--- src/rtl/mio_bus_ctrl.sv ---
// mio_bus_ctrl: memory-mapped I/O bus controller between the CPU data port
// and up to NSLV peripheral slaves. Address bits [31:28] select either the
// internal control region (display mode / bus-error capture) or a slave
// region. Slave accesses run IDLE -> ACCESS (1+W cycles) -> RESP. Control
// and unmapped accesses go IDLE -> RESP directly. Every output is a register.
module mio_bus_ctrl #(
   parameter int                NSLV        = 8,
   parameter int                DW          = 32,
   parameter int                RAM_AW      = 13,
   parameter logic [NSLV*4-1:0] REGION_MAP  = {4'h0, 4'he, 4'hf, 4'hd, 4'hc, 4'h0, 4'h0, 4'h0},
   parameter logic [NSLV-1:0]   SLV_EN      = 8'b0001_1111,
   parameter logic [NSLV*3-1:0] SLV_WAIT    = {(NSLV*3){1'b0}},
   parameter logic [3:0]        CTRL_REGION = 4'hb
) (
   input  logic               clk,
   input  logic               rst,
   input  logic               mem_req,
   input  logic               mem_w,
   input  logic [31:0]        addr_bus,
   input  logic [DW-1:0]      Cpu_data2bus,
   output logic [DW-1:0]      Cpu_data4bus,
   output logic               bus_ready,
   output logic               bus_err,
   output logic [NSLV-1:0]    slv_sel,
   output logic               slv_we,
   output logic               slv_rd,
   output logic [DW-1:0]      Peripheral_in,
   output logic [RAM_AW-1:0]  ram_addr,
   input  logic [NSLV*DW-1:0] slv_rdata,
   output logic [7:0]         mode_out,
   output logic               err_flag
);

   typedef enum logic [1:0] {
      ST_IDLE   = 2'd0,
      ST_ACCESS = 2'd1,
      ST_RESP   = 2'd2
   } state_t;

   // Lowest enabled slave whose region matches wins; result is one-hot or zero.
   function automatic logic [NSLV-1:0] decode_region(input logic [3:0] region);
      logic [NSLV-1:0] hit;
      logic            found;
      hit   = {NSLV{1'b0}};
      found = 1'b0;
      for (int i = 0; i < NSLV; i++) begin
         if (!found && SLV_EN[i] && (REGION_MAP[4*i +: 4] == region)) begin
            hit[i] = 1'b1;
            found  = 1'b1;
         end
      end
      return hit;
   endfunction

   // Registered state and outputs
   state_t              state_r;
   logic                req_q_r;
   logic [NSLV-1:0]     slv_sel_r;
   logic                slv_we_r;
   logic                slv_rd_r;
   logic [2:0]          wait_cnt_r;
   logic                wr_r;
   logic [DW-1:0]       rdata_r;
   logic                ready_r;
   logic                err_r;
   logic [DW-1:0]       pdata_r;
   logic [RAM_AW-1:0]   ram_addr_r;
   logic [7:0]          mode_r;
   logic                err_flag_r;
   logic [31:0]         err_addr_r;

   // Next-value signals
   state_t              nxt_state_s;
   logic [NSLV-1:0]     nxt_sel_s;
   logic                nxt_we_s;
   logic                nxt_rd_s;
   logic [2:0]          nxt_cnt_s;
   logic                nxt_wr_s;
   logic [DW-1:0]       nxt_rdata_s;
   logic                nxt_ready_s;
   logic                nxt_err_s;
   logic [DW-1:0]       nxt_pdata_s;
   logic [RAM_AW-1:0]   nxt_raddr_s;
   logic [7:0]          nxt_mode_s;
   logic                nxt_eflag_s;
   logic [31:0]         nxt_eaddr_s;

   // Decode helpers
   logic                start_s;
   logic                ctrl_hit_s;
   logic [NSLV-1:0]     slv_hit_s;
   logic [2:0]          hit_wait_s;
   logic [DW-1:0]       sel_rdata_s;

   assign start_s    = mem_req & ~req_q_r;
   assign ctrl_hit_s = (addr_bus[31:28] == CTRL_REGION);
   assign slv_hit_s  = decode_region(addr_bus[31:28]);

   // Wait count of the decoded slave and read data of the selected slave
   always_comb begin
      sel_rdata_s = {DW{1'b0}};
      hit_wait_s  = 3'd0;
      for (int i = 0; i < NSLV; i++) begin
         sel_rdata_s = sel_rdata_s | (slv_sel_r[i] ? slv_rdata[DW*i +: DW] : {DW{1'b0}});
         hit_wait_s  = hit_wait_s  | (slv_hit_s[i] ? SLV_WAIT[3*i +: 3]    : 3'd0);
      end
   end

   // Access sequencer: next state and next register values
   always_comb begin
      nxt_state_s = state_r;
      nxt_sel_s   = slv_sel_r;
      nxt_we_s    = 1'b0;
      nxt_rd_s    = 1'b0;
      nxt_cnt_s   = wait_cnt_r;
      nxt_wr_s    = wr_r;
      nxt_rdata_s = rdata_r;
      nxt_ready_s = 1'b0;
      nxt_err_s   = 1'b0;
      nxt_pdata_s = pdata_r;
      nxt_raddr_s = ram_addr_r;
      nxt_mode_s  = mode_r;
      nxt_eflag_s = err_flag_r;
      nxt_eaddr_s = err_addr_r;
      case (state_r)
         ST_IDLE: begin
            if (start_s) begin
               nxt_wr_s    = mem_w;
               nxt_pdata_s = Cpu_data2bus;
               nxt_raddr_s = addr_bus[RAM_AW+1:2];
               if (ctrl_hit_s) begin
                  // Control registers answer in the very next cycle
                  nxt_state_s = ST_RESP;
                  nxt_ready_s = 1'b1;
                  case ({addr_bus[2], mem_w})
                     2'b00:   nxt_rdata_s = DW'(mode_r);
                     2'b01: begin
                        nxt_mode_s  = Cpu_data2bus[7:0];
                        nxt_rdata_s = {DW{1'b0}};
                     end
                     2'b10:   nxt_rdata_s = DW'(err_addr_r);
                     2'b11: begin
                        nxt_eflag_s = 1'b0;
                        nxt_rdata_s = {DW{1'b0}};
                     end
                     default: nxt_rdata_s = {DW{1'b0}};
                  endcase
               end else if (|slv_hit_s) begin
                  nxt_state_s = ST_ACCESS;
                  nxt_sel_s   = slv_hit_s;
                  nxt_we_s    = mem_w;
                  nxt_rd_s    = ~mem_w;
                  nxt_cnt_s   = hit_wait_s;
               end else begin
                  // Unmapped: error response and capture of the faulting address
                  nxt_state_s = ST_RESP;
                  nxt_ready_s = 1'b1;
                  nxt_err_s   = 1'b1;
                  nxt_rdata_s = {DW{1'b0}};
                  nxt_eaddr_s = addr_bus;
                  nxt_eflag_s = 1'b1;
               end
            end else begin
               nxt_state_s = ST_IDLE;
            end
         end
         ST_ACCESS: begin
            if (wait_cnt_r == 3'd0) begin
               nxt_state_s = ST_RESP;
               nxt_sel_s   = {NSLV{1'b0}};
               nxt_ready_s = 1'b1;
               nxt_rdata_s = wr_r ? {DW{1'b0}} : sel_rdata_s;
            end else begin
               nxt_cnt_s = wait_cnt_r - 3'd1;
            end
         end
         ST_RESP: begin
            nxt_state_s = ST_IDLE;
         end
         default: begin
            nxt_state_s = ST_IDLE;
            nxt_sel_s   = {NSLV{1'b0}};
         end
      endcase
   end

   // State and output registers; asynchronous reset aborts any access at once
   always_ff @(posedge clk or negedge rst) begin
      if (!rst) begin
         state_r    <= ST_IDLE;
         req_q_r    <= 1'b0;
         slv_sel_r  <= {NSLV{1'b0}};
         slv_we_r   <= 1'b0;
         slv_rd_r   <= 1'b0;
         wait_cnt_r <= 3'd0;
         wr_r       <= 1'b0;
         rdata_r    <= {DW{1'b0}};
         ready_r    <= 1'b0;
         err_r      <= 1'b0;
         pdata_r    <= {DW{1'b0}};
         ram_addr_r <= {RAM_AW{1'b0}};
         mode_r     <= 8'h00;
         err_flag_r <= 1'b0;
         err_addr_r <= 32'h0000_0000;
      end else begin
         state_r    <= nxt_state_s;
         req_q_r    <= mem_req;
         slv_sel_r  <= nxt_sel_s;
         slv_we_r   <= nxt_we_s;
         slv_rd_r   <= nxt_rd_s;
         wait_cnt_r <= nxt_cnt_s;
         wr_r       <= nxt_wr_s;
         rdata_r    <= nxt_rdata_s;
         ready_r    <= nxt_ready_s;
         err_r      <= nxt_err_s;
         pdata_r    <= nxt_pdata_s;
         ram_addr_r <= nxt_raddr_s;
         mode_r     <= nxt_mode_s;
         err_flag_r <= nxt_eflag_s;
         err_addr_r <= nxt_eaddr_s;
      end
   end

   assign Cpu_data4bus  = rdata_r;
   assign bus_ready     = ready_r;
   assign bus_err       = err_r;
   assign slv_sel       = slv_sel_r;
   assign slv_we        = slv_we_r;
   assign slv_rd        = slv_rd_r;
   assign Peripheral_in = pdata_r;
   assign ram_addr      = ram_addr_r;
   assign mode_out      = mode_r;
   assign err_flag      = err_flag_r;

endmodule

--- config.mk ---
export PLATFORM = sky130hd
export DESIGN_NAME = mio_bus_ctrl
export DESIGN_NICKNAME = d
export VERILOG_FILES = /design/src/rtl/mio_bus_ctrl.sv
export SDC_FILE = /design/constraint.sdc
export NUM_CORES = 1
export LEC_CHECK = 0
export CELL_PAD_IN_SITES_DETAIL_PLACEMENT = 1
export CELL_PAD_IN_SITES_GLOBAL_PLACEMENT = 1
export CORE_AREA = 4 4 164 166
export DETAILED_ROUTE_END_ITERATION = 12
export DIE_AREA = 0 0 168 170
export GPL_ROUTABILITY_DRIVEN = 1
export PLACE_DENSITY_LB_ADDON = 0.2
export SLEW_MARGIN = 5
export SYNTH_ARGS = -nofsm -noshare
export SYNTH_HDL_FRONTEND = slang
export SYNTH_SLANG_ARGS = --single-unit
--- constraint.sdc ---
create_clock -name clk -period 2.4 [get_ports clk]
set_input_delay 0.48 -clock clk [delete_from_list [all_inputs] [get_ports clk]]
set_output_delay 0.48 -clock clk [all_outputs]
set_load 0.01 [all_outputs]
==> results.sh <==
export IMPL_status="complete, no violations"
export IMPL_drv_slew=0
export IMPL_syn2layout_area_growth_pct=64.0
export IMPL_synth_avg_cell_area_um2=11.7
export IMPL_nets=1116
export IMPL_rsz0062_at_grt="false"
export IMPL_placed_area_mm2=0.00913
export IMPL_drive_gt1_share_pct=19.4
export IMPL_clk_pin_slew_worst_paths_ns=0.06
export IMPL_cpLargestDelayFamily="flip-flops"
export IMPL_grt_ovfl_total=0
export IMPL_portBuffers=256
export IMPL_start_kind="register"
export IMPL_finalCriticalPeriod_ns=2.32
export IMPL_relSlewSlack_pct=36.5
export IMPL_root_buffer="clkbuf_16"
export IMPL_clock_path_buffers=2
export IMPL_dp_final_hpwl_um=16900
export IMPL_final_common_cell="clkdlybuf4s50_1"
export IMPL_hold_viol=0
export IMPL_worstSetupPathType="register to output port"
export IMPL_die_h_um=170
export IMPL_wl_um=23100
export IMPL_hp_class="input pin to asynchronous set/reset pin"
export IMPL_firstDrtPassIters=5
export IMPL_grt_pass1_wl_um=35200
export IMPL_wl_met2_um=11900
export IMPL_grt_antenna_before_repair=0
export IMPL_fp_dieArea_mm2=0.0286
export IMPL_yosysUniqueCellTypes=42
export IMPL_routabilityCongestion=0.865
export IMPL_ys_seq_area_share_pct=55.8
export IMPL_cpPeakStageDelay_ns=0.77
export IMPL_core_area_mm2=0.0256
export IMPL_cts_sinks=132
export IMPL_ios=422
export IMPL_grt_max_degree=50
export IMPL_path_buf_inv=1
export IMPL_p_per_area_mw_per_mm2=802
export IMPL_fmax_mhz=431
export IMPL_utilization_pct=37.9
export IMPL_wl_per_cell_um=20.3
export IMPL_start_util_pct=23.1
export IMPL_wl_met1_um=9760
export IMPL_ant_nets=0
export IMPL_fin_area_mm2=0.00971
export IMPL_tightest_slew_ns=0.944
export IMPL_avgViaCountPerCell=4.56
export IMPL_num_vias=5194
export IMPL_worstSkewPairLatency_ns=0.42
export IMPL_worstPathArrival_ns=1.84
export IMPL_grt_pass1_vias=5887
export IMPL_met3WireLength_um=1150
export IMPL_cp_slowest_cell="dfrtp_1"
export IMPL_skew_ns=0.00922
export IMPL_fin_worst_hold_slack_ns=0.0140
export IMPL_synth_main_ff_cell="dfrtp_1"
export IMPL_required_ns=1.92
export IMPL_synth_seq_cells=132
export IMPL_netlist_instances=506
export IMPL_leakagePower_nw=4.18
export IMPL_cts_setup_buffers=0
export IMPL_cap_viol_max_count=0
export IMPL_cts_tree="yes"
export IMPL_drc=0
export IMPL_die_x_um=168
export IMPL_antennaDiodeCount=0
export IMPL_cts_resized_gates=1
export IMPL_drt_iter0_markers=284
export IMPL_setup_worst_path_end_class="output port"
export IMPL_cts_buffers_inserted=17
export IMPL_place_ws_ns=-0.297
export IMPL_synth_edf_count=0
export IMPL_cp_max_fo=11
export IMPL_synth_area_mm2=0.00592
export IMPL_cts_hold_buffers=0
export IMPL_finalWorstSetupSlack_ns=0.0803
export IMPL_fin_crit_sh_pct=96.7
export IMPL_dr_max_layer_used="met4"
export IMPL_peakVddDrop_mv=0.325
export IMPL_cts_htree_levels=4
export IMPL_gr_usage_all_layers_pct=15.9
export IMPL_most_common_layout_cells="clkdlybuf4s50_1 (255), nand2_1 (141), dfrtp_1 (131)"
export IMPL_rows=59
export IMPL_yosys_warnings=0
export IMPL_synthArstFlopShare_pct=100
export IMPL_setup_viol=0
export IMPL_crit_chain="clkdlybuf4s50_1"
power by group:
part / internal [W] / total, W / switching [W]
Combinational: 0.00121 / 0.00213 / 0.000918
Clock: 0.00154 / 0.00261 / 0.00107
Sequential: 0.00271 / 0.00305 / 0.000332
cells in the mapped netlist, types with 2 or more instances:
cell,n,area [um2]
nand2b_1,2,12.5
mux2_4,20,300
a221o_1,8,80.1
a21oi_1,3,15.0
inv_1,3,11.3
dfrtp_1,132,3300
o21ai_0,4,20.0
clkbuf_1,20,75.1
a222oi_1,32,320
nor2b_1,2,12.5
buf_2,6,30.0
buf_1,4,15.0
nand2_1,141,529
mux2_2,51,574
ha_1,2,25.0
nor4b_2,2,30.0
mux2_1,3,33.8
or3_1,2,12.5
buf_4,5,37.5
nand3_1,6,30.0
buf_6,3,33.8
o2bb2ai_1,24,210
nor2_1,12,45.0
worst paths after layout:
check,slack [ns],cells past startpoint,from,to
worst min register to register,0.48,2,Peripheral_in[24],Peripheral_in[24]
max in group asynchronous,1.66,2,rst,Peripheral_in[27]
worst max register to register,0.26,5,slv_sel[0],Cpu_data4bus[6]
min in group clk,0.48,2,Peripheral_in[24],Peripheral_in[24]
worst max-delay path,0.08,1,slv_sel[0],slv_sel[0]
worst min-delay path,0.01,1,rst,err_addr_r[16]
cells by family (layout without fill, tap and decap cells):
kind of cell / after synthesis / count (layout) / synth area share (%)
fa+ha+maj: 2 / 2 / 0.423
compound gates: 78 / 78 / 12.0
simple gates: 177 / 177 / 12.7
other cells: 1 / 5 / 0.0633
mux: 75 / 75 / 15.5
flops: 132 / 132 / 55.8
buf+inv: 41 / 334 / 3.42
registers in the layout, summed over array words and instances (netlist names):
signal,count
Cpu_data4bus,32
Peripheral_in,32
err_addr_r,32
ram_addr,13
mode_out,8
slv_sel,3
wait_cnt_r,3
state_r,2
bus_err,1
bus_ready,1
err_flag,1
req_q_r,1
slv_rd,1
slv_we,1
wr_r,1
worst register-to-register path: cells and delay by family, from the launching register on:
family                 cells  cell delay [ns]
buffers and inverters      1             0.20
DFF                        1             0.63
muxes                      1             0.25
AOI/OAI and AO/OA          2             0.91
and+or+nand+nor            1             0.03
final cells by class:
class / instances / area, um2
fillers: 2802 / 15900
flip-flops and latches: 132 / 3300
repair buffers: 299 / 2940
multi-input cells: 337 / 2450
clock buffers: 18 / 429
well taps: 335 / 419
clock inverters: 14 / 155
inverters: 3 / 11.3
metrics by stage:
stage               power, W  setup TNS (ns)  std cells
finish               0.00779               0       1138
global route         0.00824               0       1138
CTS                  0.00794               0       1138
detailed placement   0.00525          -13.98       1106
global placement     0.00516          -14.87       1106
floorplan            0.00392               0        510
routing by layer:
metal | GRT usage, % | up-vias
met1 | 19.2 | 2639
met2 | 28.3 | 152
li1 | - | 2388
met4 | 4.09 | 0
met5 | 0 | -
met3 | 3.86 | 15
Power figures use the tool's default switching activity.
